**src/rtl/xor_sweep_pkg.sv**
```systemverilog
// Shared types for the XOR operand sweep block.
// State encoding and default operand width.
package xor_sweep_pkg;

  localparam int WIDTH_DEFAULT = 4;

  typedef enum logic [1:0] {
    IDLE,
    RUN,
    DONE
  } state_t;

endpackage

```
**src/rtl/xor_pair_counter.sv**
```systemverilog
// Nested a/b operand counter, b is the minor digit.
// Holds on the last pair until cleared.
module xor_pair_counter
  import xor_sweep_pkg::*;
#(
  parameter int WIDTH = WIDTH_DEFAULT
) (
  input  logic             clk,
  input  logic             rst_n,
  input  logic             clr,
  input  logic             en,
  output logic [WIDTH-1:0] a,
  output logic [WIDTH-1:0] b,
  output logic             last
);

  assign last = (&a) & (&b);

  always_ff @(posedge clk or negedge rst_n) begin
    if (!rst_n) begin
      a <= '0;
      b <= '0;
    end else if (clr) begin
      a <= '0;
      b <= '0;
    end else if (en && !last) begin
      b <= b + 1'b1;
      if (&b) a <= a + 1'b1;
    end
  end

endmodule

```
**src/rtl/xor_operand_sweep.sv**
```systemverilog
// Sweeps every (a,b) operand pair into a downstream XOR stage.
// Define XOR_CHECK_EN to add result checking and err_cnt.
module xor_operand_sweep
  import xor_sweep_pkg::*;
#(
  parameter int WIDTH = WIDTH_DEFAULT,
  localparam int CNT_W = 2*WIDTH+1
) (
  input  logic             clk,
  input  logic             rst_n,
  input  logic             start,
  input  logic             ready,
`ifdef XOR_CHECK_EN
  input  logic [WIDTH-1:0] res_out,
  input  logic [WIDTH-1:0] res_out0,
  input  logic [WIDTH-1:0] res_or,
  output logic [CNT_W-1:0] err_cnt,
`endif
  output logic [WIDTH-1:0] a,
  output logic [WIDTH-1:0] b,
  output logic             valid,
  output logic             busy,
  output logic             done,
  output logic [CNT_W-1:0] pair_cnt
);

  state_t state;
  state_t state_nxt;
  logic   hs;
  logic   clr;
  logic   last;

  assign hs  = valid && ready;
  assign clr = (state == IDLE) && start;

  xor_pair_counter #(
    .WIDTH(WIDTH)
  ) u_cnt (
    .clk  (clk),
    .rst_n(rst_n),
    .clr  (clr),
    .en   (hs),
    .a    (a),
    .b    (b),
    .last (last)
  );

  always_ff @(posedge clk or negedge rst_n) begin
    if (!rst_n) state <= IDLE;
    else        state <= state_nxt;
  end

  always_comb begin
    state_nxt = state;
    unique case (state)
      IDLE:    if (start) state_nxt = RUN;
      RUN:     if (hs && last) state_nxt = DONE;
      DONE:    state_nxt = IDLE;
      default: state_nxt = IDLE;
    endcase
  end

  always_comb begin
    valid = 1'b0;
    busy  = 1'b0;
    done  = 1'b0;
    unique case (state)
      RUN: begin
        valid = 1'b1;
        busy  = 1'b1;
      end
      DONE:    done = 1'b1;
      default: ;
    endcase
  end

  always_ff @(posedge clk or negedge rst_n) begin
    if (!rst_n)   pair_cnt <= '0;
    else if (clr) pair_cnt <= '0;
    else if (hs)  pair_cnt <= pair_cnt + CNT_W'(1);
  end

`ifdef XOR_CHECK_EN
  logic [WIDTH-1:0] x;
  logic             bad;

  assign x   = a ^ b;
  assign bad = (res_out != x) || (res_out0 != ~x) ||
               (res_or != {WIDTH{1'b1}});

  always_ff @(posedge clk or negedge rst_n) begin
    if (!rst_n)          err_cnt <= '0;
    else if (clr)        err_cnt <= '0;
    else if (hs && bad)  err_cnt <= err_cnt + CNT_W'(1);
  end
`endif

endmodule

```
**config.mk**
```make
export PLATFORM = sky130hd
export DESIGN_NAME = xor_operand_sweep
export DESIGN_NICKNAME = d
export VERILOG_FILES = /design/src/rtl/xor_sweep_pkg.sv /design/src/rtl/xor_pair_counter.sv /design/src/rtl/xor_operand_sweep.sv
export SDC_FILE = /design/constraint.sdc
export NUM_CORES = 1
export LEC_CHECK = 0
export CAP_MARGIN = 20
export CORE_MARGIN = 4
export CORE_UTILIZATION = 40
export CTS_BUF_LIST = sky130_fd_sc_hd__clkbuf_4
export CTS_CLUSTER_DIAMETER = 150
export DETAILED_ROUTE_END_ITERATION = 10
export HOLD_SLACK_MARGIN = 0.1
export PLACE_DENSITY = 0.7
export SYNTH_ARGS = -nofsm -noshare
export SYNTH_HDL_FRONTEND = slang
export SYNTH_SLANG_ARGS = --single-unit
```
**constraint.sdc**
```tcl
create_clock -name clk -period 1.86 [get_ports clk]
set_clock_uncertainty 0.05 [all_clocks]
set_input_delay 0.372 -clock clk [delete_from_list [all_inputs] [get_ports clk]]
set_output_delay 0.372 -clock clk [all_outputs]
set_load 0.02 [all_outputs]
```
After elaboration in Yosys (flattened, before gate mapping)
Cells that the tools add are included.
Word-level totals
  input port bits: 4
  bits in registers: 19
  word-level logic and storage cells: 37
  output and inout bits: 20
Operators by class
  equal/unequal tests: 4
  reductions and logical operators: 13
  multiplexer cells: 12
  add/sub/neg operators: 3
  bitwise logic cells: 1
Operators with widths (count)
  2-to-1 mux 4 bit: 5
  2-to-1 mux 9 bit: 2
  adder 9 x 1 -> 9 bit, second input constant: 1
  adder 4 x 1 -> 4 bit, second input constant: 2
  AND reduction 4 bit: 2
  nonzero test 2 bit: 3
  logical AND 1 bit: 4
  2-to-1 mux 2 bit: 2
  inequality test 2 bit, second input constant: 2
  one-hot mux 2 bit (2 select lines): 1
  AND reduction 2 bit: 2
  == test 2 x 1 -> 1 bit, second input constant: 1
  == test 2 bit, second input constant: 1
  logical NOT 2 bit: 1
  2-to-1 mux 1 bit: 2
  AND 1 bit: 1
  logical NOT 1 bit: 1

Longest topological paths before layout
  depth after elaboration: 6
  gate-level depth with buffers: 4
  gate-level depth less buffers: 4

Hierarchy
From an unflattened synthesis, not the netlist that was laid out.
Unflattened totals
  cell total of the unflattened synthesis: 96
  area, all modules: 1007.2 sq um
By module, submodules not included
  xor_operand_sweep: cells an instance 53, area an instance 550.5 sq um, sequential area each 275.3 sq um, times used 1
  xor_pair_counter: cells an instance 43, area an instance 456.7 sq um, sequential area each 200.2 sq um, times used 1

Least setup slack after synthesis
OpenSTA, ideal clock, no wires.
  path type: reg-to-reg
  start: register u_cnt.b[0]
  end: register u_cnt.b[3]
  buffers on the path: 0
  cell stages (with the launch flop): 5
  arrival: 1.393 ns
  slack: 0.337 ns
  clock period less this slack: 1.523 ns
  library setup time: 0.080 ns
  data required time: 1.730 ns
  cells stage by stage: dfrtp_1 ha_1 and3_1 a211oi_1 mux2i_1
Between the ends
  cells in the longest elaborated chain, start to end: 5
  elaborated cells on any way between the ends: 8
  those cells by class: 1 x add/sub; 2 x mux; 1 x bitwise; 4 x reduce/logical
RTL lines
  from (decl): RTL line xor_pair_counter.sv:13  | output logic [WIDTH-1:0] b,
  from (signal assigned): RTL line xor_pair_counter.sv:27  | b <= b + 1'b1;
  branches (longest 5 deep; another with adder 4 x 1 -> 4 bit)
Several ways; the timed one is not identified. The select of a mux whose other input is x is not followed.
A chain may end at the register's enable or synchronous reset.

Worst setup path after layout
  start: register pair_cnt[0]
  end: output pair_cnt[0]
RTL lines
  from (decl): RTL line xor_operand_sweep.sv:24  | output logic [CNT_W-1:0] pair_cnt
  from (signal assigned): RTL line xor_operand_sweep.sv:80  | else if (hs) pair_cnt <= pair_cnt + CNT_W'(1);
No word-level cell between the ends.

==> results.yml <==
drt:
  avgRoutedWirePerCell_um: 13.9
  wirelength_mm: 2.25
  num_vias: 911
  drc: 0
  antenna_left: 0
  viasPerCell: 5.62
  detail_route.first_pass.iterations: 4
  first_iter_violations: 16
timing:
  rsz0062_at_grt: "no"
  fmaxAchievable_mhz: 557
  setup_slack_ns: 0.0646
  period_minus_slack_ns: 1.80
  holdWs_ns: 0.333
  min_period_over_period: 0.965
  maxSlewViolCount: 0
  final-hold-violation-count: 0
  slew_headroom: 0.812
  final-setup-viol-count: 0
  worst_slew_pin_slew_ns: 0.283
grt:
  grt_pass1_vias: 901
  grt_use_total: 0.152
  busiest_layer: "met2"
  grt.met3_usage: 0.0362
  use_met1: 0.189
  antenna_found_initial: 0
  grt_use_met2: 0.252
  grt_overflow: 0
  grt_pass1_wl_mm: 4.01
  grt_max_degree: 20
cts:
  cts_buffers: 3
  cts_buffer_depth: 2
  cts_hold_buf: 0
  htree_levels: 1
  insertion_delay_ns: 0.31
  clock-sinks: 19
  cts_root_buffer: "clkbuf_4"
  cts.clk_slew.worst_paths_ns: 0.12
  tritoncts: "built"
pwr:
  p_int_uw: 866
  power_frac_seq: 0.435
  p_comb_frac: 0.409
  swShare: 0.394
  power_frac_clock: 0.156
  p_switching_uw: 563
  p_leak_nw: 0.685
  pwr_density_cell_nw_per_um2: 1060
  peakVddDrop_mv: 0.662
cells_and_area:
  nets: 142
  fillers: 212
  stdcell_count: 162
  num_antenna_cells: 0
  drive_gt1_frac: 0.112
  final_cell_mix: "19 x dfrtp_1, 13 x nand2_1, 12 x clkdlybuf4s50_1"
  final_common_cell: "dfrtp_1"
  final_util: 0.590
  area_delta_synth_final_pct: 36.6
floorplanning:
  die_y_um: 57.6
  placementRows: 17
  fp.dieW_um: 57.6
  start_util: 0.432
  core_area_um2: 2280
  io_pins: 24
  dieArea_um2: 3320
critical_path:
  r2r_start: "state[1]"
  reg2reg_to: "pair_cnt[5]"
  path_buf_inv: 1
  start_kind: "flop"
  slowest_stage: "clkdlybuf4s50_1"
  r2r_setup_slack_ns: 0.23
  crit_path_max_fanout: 4
  path_class: "reg -> out"
  end_kind: "output port"
  slowest_delay_ns: 0.63
  crit_chain: "clkdlybuf4s50_1"
  cp_data_arrival_time_ns: 1.37
  critical_path.top_delay_family: "buffers and inverters"
  cp.required_ns: 1.44
  worstRegToRegCells: 3
placed_design:
  pre_cts_ws_ns: -0.122
  hpwl_mm: 1.69
  port_buffers: 23
  routabilityCongestion: 0.817
  place_inst: 158
flow_run:
  cap_violations: 0
logic_synthesis:
  ys_ff_latch: 19
  synth_nets: 109
  ys_warn_count: 0
  synth_area_um2: 983
  yosys.cell_types.count: 30
  syn_inst: 102
  synth_area_per_cell_um2: 9.64
  yosysSeqAreaShare: 0.483
outcome:
  outcome: "finished, final reports clean"
worst_hold_path:
  min_path_type: "in -> async"
==> cells by family (layout without fill, tap and decap cells) <==
kind of cell,count (synthesis),after routing,synth area share
adder cells (fa/ha/maj),3,3,0.0382
multiplexers,6,6,0.0611
AND/OR/NAND/NOR,42,42,0.232
XOR/XNOR,1,1,0.00891
AO/OA/AOI/OAI,23,23,0.141
flip-flops,19,19,0.483
buffers and inverters,8,40,0.0356
==> stage by stage <==
| stage | area, µm² | TNS, ns | power (mW) |
|---|---|---|---|
| finish | 1340 | 0 | 1.43 |
| global route | 1340 | 0 | 1.54 |
| CTS | 1320 | 0 | 1.46 |
| detailed placement | 1300 | -0.374 | 1.24 |
| global placement | 1300 | -0.336 | 1.21 |
| floorplan | 983 | 0 | 0.934 |
==> power by group through the flow <==
stage | sequential (mW) | combinational (mW) | clock, mW
finish | 0.622 | 0.585 | 0.222
global route | 0.648 | 0.647 | 0.249
CTS | 0.627 | 0.601 | 0.229
detailed placement | 0.636 | 0.600 | 0
global placement | 0.626 | 0.589 | 0
floorplan | 0.727 | 0.207 | 0
==> timing repair <==
action                                  4_1_cts  5_1_grt
setup buffers                                 0        0
endpoints found under the setup margin        3        8
resized for setup                             3        8
==> synthesized netlist by cell type, drive strengths merged <==
cell type | n | area share
and3b | 1 | 0.0089
nand4b | 1 | 0.0089
or4 | 3 | 0.023
and3 | 2 | 0.013
o211ai | 1 | 0.0076
o31ai | 3 | 0.023
nor3 | 3 | 0.015
nand3 | 6 | 0.031
mux2i | 6 | 0.061
nand3b | 1 | 0.0076
nor2b | 3 | 0.019
or3 | 3 | 0.019
a31oi | 1 | 0.0064
nand4 | 2 | 0.013
inv | 3 | 0.011
nand2 | 13 | 0.050
clkbuf | 3 | 0.011
o21ai | 5 | 0.025
a211oi | 1 | 0.0076
dfrtp | 19 | 0.48
nor2 | 2 | 0.0076
xnor2 | 1 | 0.0089
nor3b | 1 | 0.0076
or3b | 1 | 0.0089
buf | 2 | 0.013
ha | 3 | 0.038
a21o | 1 | 0.0076
a311oi | 2 | 0.018
a21oi | 9 | 0.046
==> registers in the layout, summed over array words and instances, names as in the netlist <==
name and cells:
u_cnt.a 4, state 2, pair_cnt 9, u_cnt.b 4
==> cell type report <==
type                            count  area, µm²  share of cell area
Sequential cell                    19        475               0.354
Multi-Input combinational cell     75        473               0.352
Timing Repair Buffer               33        322               0.239
Tap cell                           28       35.0              0.0261
Clock buffer                        3       22.5              0.0168
Inverter                            3       11.3             0.00838
Clock inverter                      1       5.00             0.00372
==> worst max path at each step <==
stage / start / endpoint / slack [ns] / cells after the start
3_5_place_dp: ready / pair_cnt[5] / -0.12 / 4
5_1_grt: pair_cnt[0] / pair_cnt[0] / 0.002 / 1
3_3_place_gp: ready / pair_cnt[6] / -0.07 / 4
2_1_floorplan: u_cnt.b[0] / u_cnt.b[3] / 0.34 / 4
6_report: pair_cnt[0] / pair_cnt[0] / 0.06 / 1
4_1_cts: pair_cnt[5] / pair_cnt[5] / 0.02 / 1
==> metal layers <==
layer	vias to the layer above	part of all wire
li1	443	-
met1	442	0.44
met2	24	0.51
met3	2	0.046
met4	0	0.0076
met5	-	0
(Power assumes the default switching activity.)
